## config.mk

```make
export PLATFORM = sky130hd
export DESIGN_NAME = dff_en_rr_arbiter_flat
export DESIGN_NICKNAME = d
export VERILOG_FILES = /design/src/rtl/dff_en_rr_arbiter_pkg.sv /design/src/rtl/dff_en_rr_arbiter_if.sv /design/src/rtl/dff_en_rr_arbiter_register_en.sv /design/src/rtl/dff_en_rr_arbiter.sv /design/src/flat_wrapper.sv
export SDC_FILE = /design/constraint.sdc
export NUM_CORES = 1
export LEC_CHECK = 0
export BUFFER_PORTS_ARGS = -buffer_cell sky130_fd_sc_hd__buf_2
export CAP_MARGIN = 20
export CORE_UTILIZATION = 25
export CTS_BUF_LIST = sky130_fd_sc_hd__clkbuf_2 sky130_fd_sc_hd__clkbuf_4 sky130_fd_sc_hd__clkbuf_8
export CTS_CLUSTER_DIAMETER = 150
export DETAILED_ROUTE_END_ITERATION = 7
export PLACE_DENSITY_LB_ADDON = 0.3
export RECOVER_POWER = 100
export SETUP_SLACK_MARGIN = 0.2
export SYNTH_ARGS = -nofsm -noshare
export SYNTH_HDL_FRONTEND = slang
export SYNTH_SLANG_ARGS = --single-unit
```

## constraint.sdc

```tcl
create_clock -name clk -period 3.8 [get_ports clk]
set_input_delay 0.19 -clock clk [delete_from_list [all_inputs] [get_ports clk]]
set_output_delay 0.19 -clock clk [all_outputs]
set_load 0.1 [all_outputs]
```

## src/rtl/dff_en_rr_arbiter_pkg.sv

```systemverilog
// Shared definitions for the round-robin arbiter in front of the shared enabled-D register.
// Provides the FSM state type and the wrapping first-set search.
package dff_en_rr_arbiter_pkg;

    typedef enum logic {
        ST_IDLE   = 1'b0,
        ST_LOCKED = 1'b1
    } arb_state_t;

    localparam int unsigned MAX_REQ = 8;

    typedef struct packed {
        logic       found;
        logic [2:0] idx;
    } rr_pick_t;

    // First set bit of req at or above ptr, wrapping at n back to 0.
    function automatic rr_pick_t rr_first(input logic [MAX_REQ-1:0] req,
                                          input logic [2:0]         ptr,
                                          input int unsigned        n);
        rr_pick_t    pick;
        int unsigned pos;
        pick = '0;
        pos  = 0;
        for (int unsigned k = 0; k < MAX_REQ; k++) begin
            if (!pick.found && k < n) begin
                pos = 32'(ptr) + k;
                if (pos >= n) pos = pos - n;
                if (req[pos[2:0]]) begin
                    pick.found = 1'b1;
                    pick.idx   = pos[2:0];
                end
            end
        end
        return pick;
    endfunction

endpackage

```

## src/rtl/dff_en_rr_arbiter_if.sv

```systemverilog
// Requester-side bus of the shared-register arbiter.
// Optional wr_cnt member exists only when DFF_ARB_WRCNT_EN is defined.
interface dff_en_rr_arbiter_if #(
    parameter int unsigned N = 4,
    parameter int unsigned W = 8
);
    localparam int unsigned IW = $clog2(N);

    logic [N-1:0]   req;
    logic [N-1:0]   lock;
    logic [N*W-1:0] wdata;
    logic [N-1:0]   gnt;
    logic [W-1:0]   q;
    logic [IW-1:0]  owner;
    logic           wr_ack;
    logic           locked;
`ifdef DFF_ARB_WRCNT_EN
    logic [15:0]    wr_cnt;

    modport master (output req, lock, wdata,
                    input  gnt, q, owner, wr_ack, locked, wr_cnt);
    modport slave  (input  req, lock, wdata,
                    output gnt, q, owner, wr_ack, locked, wr_cnt);
`else
    modport master (output req, lock, wdata,
                    input  gnt, q, owner, wr_ack, locked);
    modport slave  (input  req, lock, wdata,
                    output gnt, q, owner, wr_ack, locked);
`endif

endinterface

```

## src/rtl/dff_en_rr_arbiter_register_en.sv

```systemverilog
// W-bit enabled D register used as the arbitrated shared storage.
module dff_en_rr_arbiter_register_en #(
    parameter int unsigned W = 8
) (
    input  logic         clk,
    input  logic         reset,
    input  logic         en,
    input  logic [W-1:0] d,
    output logic [W-1:0] q
);

    always_ff @(posedge clk or posedge reset) begin
        if (reset)   q <= '0;
        else if (en) q <= d;
    end

endmodule

```

## src/rtl/dff_en_rr_arbiter.sv

```systemverilog
// Round-robin arbiter with locked bursts sharing one enabled-D register among N requesters.
// Build option DFF_ARB_WRCNT_EN adds a 16-bit wrapping write counter on the bus.
module dff_en_rr_arbiter
    import dff_en_rr_arbiter_pkg::*;
#(
    parameter int unsigned N        = 4,
    parameter int unsigned W        = 8,
    parameter int unsigned MAX_HOLD = 4
) (
    input  logic              clk,
    input  logic              reset,
    dff_en_rr_arbiter_if.slave bus
);

    localparam int unsigned IW = $clog2(N);
    localparam int unsigned HW = $clog2(MAX_HOLD + 1);

    arb_state_t          state;
    logic [IW-1:0]       owner_r;
    logic [IW-1:0]       rr_ptr;
    logic [HW-1:0]       hold_cnt;
    logic                wr_ack_r;

    logic [MAX_REQ-1:0]  req_ext;
    rr_pick_t            pick;
    logic                hold_go;
    logic                grant_vld;
    logic [IW-1:0]       grant_idx;
    logic [IW-1:0]       ptr_inc;
    logic [N-1:0]        gnt_c;
    logic [W-1:0]        d_sel;

    always_comb begin
        req_ext        = '0;
        req_ext[N-1:0] = bus.req;
    end

    assign pick    = rr_first(req_ext, 3'(rr_ptr), N);
    assign hold_go = (state == ST_LOCKED) && bus.req[owner_r] && bus.lock[owner_r];

    // A locked owner that lets go falls straight through to RR arbitration this cycle.
    always_comb begin
        grant_vld = 1'b0;
        grant_idx = owner_r;
        gnt_c     = '0;
        if (!reset) begin
            if (hold_go) begin
                grant_vld = 1'b1;
                grant_idx = owner_r;
            end else if (pick.found) begin
                grant_vld = 1'b1;
                grant_idx = IW'(pick.idx);
            end
        end
        if (grant_vld) gnt_c[grant_idx] = 1'b1;
    end

    always_comb begin
        d_sel = '0;
        for (int unsigned i = 0; i < N; i++) begin
            if (32'(grant_idx) == i) d_sel = bus.wdata[i*W +: W];
        end
    end

    always_comb begin
        if (32'(grant_idx) == N - 1) ptr_inc = '0;
        else                         ptr_inc = grant_idx + IW'(1);
    end

    always_ff @(posedge clk or posedge reset) begin
        if (reset) begin
            state    <= ST_IDLE;
            owner_r  <= '0;
            rr_ptr   <= '0;
            hold_cnt <= '0;
            wr_ack_r <= 1'b0;
        end else begin
            wr_ack_r <= grant_vld;
            if (hold_go) begin
                if (32'(hold_cnt) + 1 >= MAX_HOLD) begin
                    state    <= ST_IDLE;
                    hold_cnt <= HW'(MAX_HOLD);
                end else begin
                    hold_cnt <= hold_cnt + HW'(1);
                end
            end else if (grant_vld) begin
                owner_r <= grant_idx;
                rr_ptr  <= ptr_inc;
                if (bus.lock[grant_idx] && MAX_HOLD > 1) begin
                    state    <= ST_LOCKED;
                    hold_cnt <= HW'(1);
                end else begin
                    state    <= ST_IDLE;
                    hold_cnt <= '0;
                end
            end else begin
                state <= ST_IDLE;
            end
        end
    end

`ifdef DFF_ARB_WRCNT_EN
    logic [15:0] wr_cnt_r;

    always_ff @(posedge clk or posedge reset) begin
        if (reset)          wr_cnt_r <= '0;
        else if (grant_vld) wr_cnt_r <= wr_cnt_r + 16'd1;
    end

    assign bus.wr_cnt = wr_cnt_r;
`endif

    dff_en_rr_arbiter_register_en #(.W(W)) u_store (
        .clk   (clk),
        .reset (reset),
        .en    (|gnt_c),
        .d     (d_sel),
        .q     (bus.q)
    );

    assign bus.gnt    = gnt_c;
    assign bus.owner  = owner_r;
    assign bus.wr_ack = wr_ack_r;
    assign bus.locked = (state == ST_LOCKED);

endmodule

```

## src/flat_wrapper.sv

```systemverilog
// flat-port wrapper written by rule: the top's interface ports become plain ports
module dff_en_rr_arbiter_flat import dff_en_rr_arbiter_pkg::*;
#(
    parameter int unsigned N        = 4,
    parameter int unsigned W        = 8,
    parameter int unsigned MAX_HOLD = 4
)
  (clk, reset, bus_req, bus_lock, bus_wdata, bus_gnt, bus_q, bus_owner, bus_wr_ack, bus_locked);
  dff_en_rr_arbiter_if #(.N(N), .W(W)) bus_i ();
  input  logic clk;
  input  logic reset;
  input wire logic [$bits(bus_i.req)-1:0] bus_req;
  input wire logic [$bits(bus_i.lock)-1:0] bus_lock;
  input wire logic [$bits(bus_i.wdata)-1:0] bus_wdata;
  output wire logic [$bits(bus_i.gnt)-1:0] bus_gnt;
  output wire logic [$bits(bus_i.q)-1:0] bus_q;
  output wire logic [$bits(bus_i.owner)-1:0] bus_owner;
  output wire logic [$bits(bus_i.wr_ack)-1:0] bus_wr_ack;
  output wire logic [$bits(bus_i.locked)-1:0] bus_locked;
  assign bus_i.req = bus_req;
  assign bus_i.lock = bus_lock;
  assign bus_i.wdata = bus_wdata;
  assign bus_gnt = bus_i.gnt;
  assign bus_q = bus_i.q;
  assign bus_owner = bus_i.owner;
  assign bus_wr_ack = bus_i.wr_ack;
  assign bus_locked = bus_i.locked;
  dff_en_rr_arbiter #(.N(N), .W(W), .MAX_HOLD(MAX_HOLD)) u_core (.clk(clk), .reset(reset), .bus(bus_i));
endmodule
```

### Word level (Yosys, flattened, before mapping)

Cells that the tools add are included.

| cells by class | value |
|---|---|
| mux-type cells | 50 |
| order comparisons | 12 |
| eq/ne operators | 4 |
| reductions and logical operators | 7 |
| bitwise logic cells | 1 |
| add/sub/neg operators | 10 |

Operators with widths:

| operator | count |
|---|---|
| 32-bit by 3-bit greater-or-equal comparator with 1-bit output (second input constant) | 4 |
| 4-bit two-way mux | 8 |
| 8-bit two-way mux | 4 |
| 3-bit two-way mux | 10 |
| 3-bit by 4-bit < comparator with 1-bit output (second input constant) | 4 |
| 1-bit two-way mux | 16 |
| 1-bit binary-select mux with 3-bit select | 4 |
| 3-bit subtractor (second input constant) | 3 |
| 2-bit two-way mux | 4 |
| 2-bit by 2-bit adder with 3-bit output (second input constant) | 2 |
| 1-bit binary-select mux with 2-bit select | 3 |
| 2-bit by 3-bit < comparator with 1-bit output (second input constant) | 2 |
| 3-bit by 1-bit adder with 4-bit output (second input constant) | 1 |
| 2-bit == test (second input constant) | 2 |
| 4-bit OR reduction | 1 |
| 2-bit by 1-bit adder with 3-bit output (second input constant) | 1 |
| 3-bit by 1-bit adder with 3-bit output (second input constant) | 1 |
| 2-bit by 3-bit greater-or-equal comparator with 1-bit output (second input constant) | 1 |
| 1-bit logical AND | 3 |
| 2-bit by 3-bit subtractor with 3-bit output (second input constant) | 1 |
| 2-bit by 1-bit adder with 2-bit output (second input constant) | 1 |
| 1-bit demux with 2-bit select | 1 |
| 2-bit by 1-bit == test with 1-bit output (second input constant) | 1 |
| 2-bit by 1-bit greater-or-equal comparator with 1-bit output (second input constant) | 1 |
| other kinds (5) | 5 |

| word-level totals | value |
|---|---|
| output and inout port bits | 16 |
| bits of input ports | 42 |
| register bits after elaboration | 17 |

### Logic depth before layout (Yosys ltp)

| logic depth | value |
|---|---|
| word-level depth | 29 |
| depth in mapped cells | 16 |

### By module

Synthesis repeated with hierarchy kept, for this count alone.

| second synthesis, totals | value |
|---|---|
| cells, all modules | 136 |
| area total of the unflattened synthesis | 1,275.0 µm² |

By module, submodules not included:

| module | cells each | sequential area each (µm²) | area each (µm²) | instances |
|---|---|---|---|---|
| dff_en_rr_arbiter | 118 | 225.2 | 939.7 | 1 |
| dff_en_rr_arbiter_register_en | 18 | 200.2 | 335.3 | 1 |

### Worst setup path before layout

No wires, ideal clock.

| timing | value |
|---|---|
| kind | flip-flop to output port |
| start point | register u_core.owner_r[1] (netlist: u_core.bus.owner[1]) |
| end point | output bus_gnt[2] |
| setup slack | 0.040 ns |
| stages on the path, launching flop included | 10 |
| arrival | 3.570 ns |
| data required time | 3.610 ns |
| path buffers | 3 |
| path through | dfrtp_1 nand4b_1 a21oi_1 a21o_1 buf_6 o41ai_4 ha_1 clkbuf_1 clkbuf_1 and2_1 |

| on the way | value |
|---|---|
| cells in the longest elaborated chain, start to end | 11 |

RTL lines:

| what | line | text |
|---|---|---|
| start: declaration | dff_en_rr_arbiter.sv:19 | `logic [IW-1:0] owner_r;` |
| start signal: assignment | dff_en_rr_arbiter.sv:87 | `owner_r <= grant_idx;` |
| 1-bit binary-select mux with 2-bit select | dff_en_rr_arbiter.sv:39 | `assign hold_go = (state == ST_LOCKED) && bus.req[owner_r] && bus.lock[owner_r];` |
| 1-bit two-way mux (not written as such) | dff_en_rr_arbiter.sv:39 |  |
| 1-bit logical AND (2 in series) | dff_en_rr_arbiter.sv:39 |  |
| 2-bit two-way mux | dff_en_rr_arbiter.sv:47 | `if (hold_go) begin` |
| 2-bit two-way mux * | dff_en_rr_arbiter.sv:46 | `if (!reset) begin` |
| via u_core.grant_idx[1] | dff_en_rr_arbiter.sv:28 | `logic [IW-1:0] grant_idx;` |
| 2-bit by 3-bit < comparator with 1-bit output (not written as such) / 2-bit by 1-bit greater-or-equal comparator with 1-bit output (equally long branches) | dff_en_rr_arbiter.sv:55 | `if (grant_vld) gnt_c[grant_idx] = 1'b1;` |
| 1-bit logical AND (not written as such) | dff_en_rr_arbiter.sv:55 |  |
| 1-bit two-way mux (not written as such) | dff_en_rr_arbiter.sv:55 |  |
| 1-bit demux with 2-bit select * | - |  |
| 4-bit two-way mux * | dff_en_rr_arbiter.sv:55 |  |
| end: declaration | flat_wrapper.sv:15 | `output wire logic [$bits(bus_i.gnt)-1:0] bus_gnt;` |

Mark *: on every way through the listed nets, which the timed path passes. The rest lies on a longest branch. The select of a mux whose other input is x is not followed.

### Worst setup path in the final report

| timing | value |
|---|---|
| start point | register u_core.owner_r[1] (netlist: u_core.bus.owner[1]) |
| end point | output bus_gnt[3] |

Same word-level chain as after synthesis.

==> flow_summary.ini <==
[critical_path]
crit_path_end_kind = output port
worstPathMaxFanout = 17
criticalPathCategory = register to output port
reg2regPathDepth = 13
cp_top_family = compound AO/OA/AOI/OAI gates
slowest_stage = ha_1
critPathMaxStageDelay_ps = 580
r2r_end = u_core.u_store.q[6]
r2r-start = u_core.bus.owner[1]
critPathRequiredTime_ps = 3610
worstPathArrival_ps = 3070
reg2reg_slack_ps = 650
crit_start = u_core.bus.owner[1]
cp-start-kind = register
cp.buffers_inverters = 1
crit_chain = nand4b_1 > a21oi_1 > a21o_1 > o41ai_4 > ha_1 > and2_2 > clkbuf_2
cp-endpoint = bus_gnt[3]
cp.depth = 7

[clock_tree]
htree_levels = 1
ctsResizeCount = 0
cts_setup_buffers = 0
clk_pin_slew_ps = 70
root_buffer = clkbuf_8
cts.sinks = 17
cts_made_buffers = 3
worst_skew_pair.late_latency_ps = 250
cts_tree = done
hold_buffers = 0
clockBufferDepth = 2

[power_and_ir_drop]
p_int_uw = 580
p_sw_share_pct = 62.2
p_total_uw = 1530
power.leakage_uw = 0.000745
p_per_area_nw_per_um2 = 959
irDropWorstVdd_uv = 411
pwr-share-comb_pct = 69.4
p_seq_share_pct = 21.7
power.share.clock_pct = 9.0
net-switching-power_uw = 955

[die]
die_area_sq_um = 5260
core_area_sq_um = 4750
start_util_pct = 26.1
die_y_um = 72.5
ioPinCount = 58
dieWidth_um = 72.5
rows = 25

[synthesis]
syn_avg_cell_area_sq_um = 8.28
ys_warn_count = 0
async_flop_share_pct = 100
yosysSeqAreaShare_pct = 34.2
synth_edf_count = 0
ys_types = 33
synthCells = 150
synth_ff_type = dfrtp_1
yosys_register_bits = 17
syn_nets = 197
synth.cell_area_sq_um = 1240

[layout]
seq_area_sq_um = 425
drive_gt1_share_pct = 29.1
area_growth_pct = 28.8
final_cell_mix = 40 x buf_2, 29 x nor2_1, 28 x a21oi_1, 17 x dfrtp_1, 13 x clkbuf_1
multi_input_area_sq_um = 744
n_fill_cell = 529
n_antenna_cell = 0
final_nets = 251
layout_commonest_cell = buf_2

[drt]
wl_per_cell_um = 11.7
drtAntennaViolNets = 0
wirelength_mm = 3.16
viasPerCell = 4.67
drc = 0
drt_pass1_iterations = 4
vias = 1262
drt_iter0_drc = 62

[run_status]
status = finished, final reports clean

[grt]
antenna_found_initial = 0
grt_pass1_vias = 1128
use_met2_pct = 19.4
met3_usage_pct = 3.75
gr-total-overflow = 0
grt_max_degree = 24
busiest_layer = met2
grt_usage_pct = 12.1
gr-usage-met1_pct = 16.1
grt_pass1_wl_mm = 5.04

[placement]
gp_congestion = 0.800
numPortBuffers = 57
dp_hpwl_mm = 2.47

[sta]
rsz0062_at_grt = no
fmax_mhz = 307
max_slew_margin_pct = 19.5
tightest_slew_ps = 1210
fin_tns_setup_ps = 0
finalHoldViolations = 0
finalCritPeriodShare_pct = 85.8
slew_violations = 0
setup_viol = 0
period_needed_ps = 3260
fin_skew_ps = 0.934

[hold_path]
hold_class = input port to async pin

[flow_run]
maxCapViolCount = 0
logic make-up after synthesis:
logic type               after synthesis  share of synthesized area, %
AO/OA/AOI/OAI                         55                          31.0
adder cells (fa/ha/maj)                5                          5.04
buffers and inverters                 15                          5.24
flip-flops                            17                          34.2
multiplexers                           5                          4.53
AND/OR/NAND/NOR                       53                          19.9
flip-flops by register name, indices dropped and copies added, names as in the netlist:
name               cells
u_core.hold_cnt        3
u_core.bus.wr_ack      1
u_core.u_store.q       8
u_core.bus.owner       2
u_core.bus.locked      1
u_core.rr_ptr          2
routing by layer:
metal / up-vias / part of all wire (%)
li1: 646 / -
met1: 569 / 47
met2: 42 / 45
met3: 5 / 7.1
met4: 0 / 0.85
met5: - / 0
power by group through the flow:
stage | clock network, uW | logic (uW) | registers, uW
floorplan | 0 | 506 | 735
global placement | 0 | 1090 | 334
detailed placement | 0 | 1090 | 332
CTS | 144 | 1090 | 330
global route | 153 | 1140 | 343
finish | 138 | 1060 | 332
metrics by stage:
stage | utilization (%) | setup WS, ps | cells | cell area [sq um] | hold WS, ps
6_report | 33.7 | 538 | 270 | 1600 | 139
5_1_grt | 33.7 | 164 | 270 | 1600 | 190
4_1_cts | 34.2 | 555 | 270 | 1630 | 121
3_5_place_dp | 33.2 | 675 | 266 | 1580 | 396
3_3_place_gp | 33.2 | 707 | 266 | 1580 | 398
2_1_floorplan | - | 313 | 150 | 1240 | 116
worst min-delay path by stage:
stage	endpoint	slack, ps	startpoint
after floorplan	u_core.bus.locked	120	reset
after global placement	u_core.bus.owner[1]	400	reset
after CTS	u_core.u_store.q[4]	120	reset
after global routing	u_core.hold_cnt[0]	190	reset
final	u_core.bus.owner[1]	140	reset
after detailed placement	u_core.bus.owner[1]	400	reset
layout make-up:
cell class              instances  share of cell area, %
repair buffers                 58                   17.3
well taps                      67                   5.24
clock inverters                 1                  0.313
clock buffers                   3                   2.58
flip-flops and latches         17                   26.6
inverters                       6                   1.49
multi-input cells             118                   46.5
cells in the mapped netlist, types with 2 or more instances:
library cell  number  share of area (%)
nor2b_1            2                1.0
o21ai_0            6                2.4
ha_1               5                5.0
nand2_1            7                2.1
and2_1             4                2.0
clkbuf_1           8                2.4
inv_1              4                1.2
nor2_1            29                8.8
nand3_1            3                1.2
nand4b_1           2                1.4
a21oi_1           28                 11
a22oi_1           10                6.0
mux2i_1            3                2.4
dfrtp_1           17                 34
nand3b_1           2                1.2
a21o_1             2                1.2
nand4_1            2                1.0
Power figures use the tool's default switching activity.
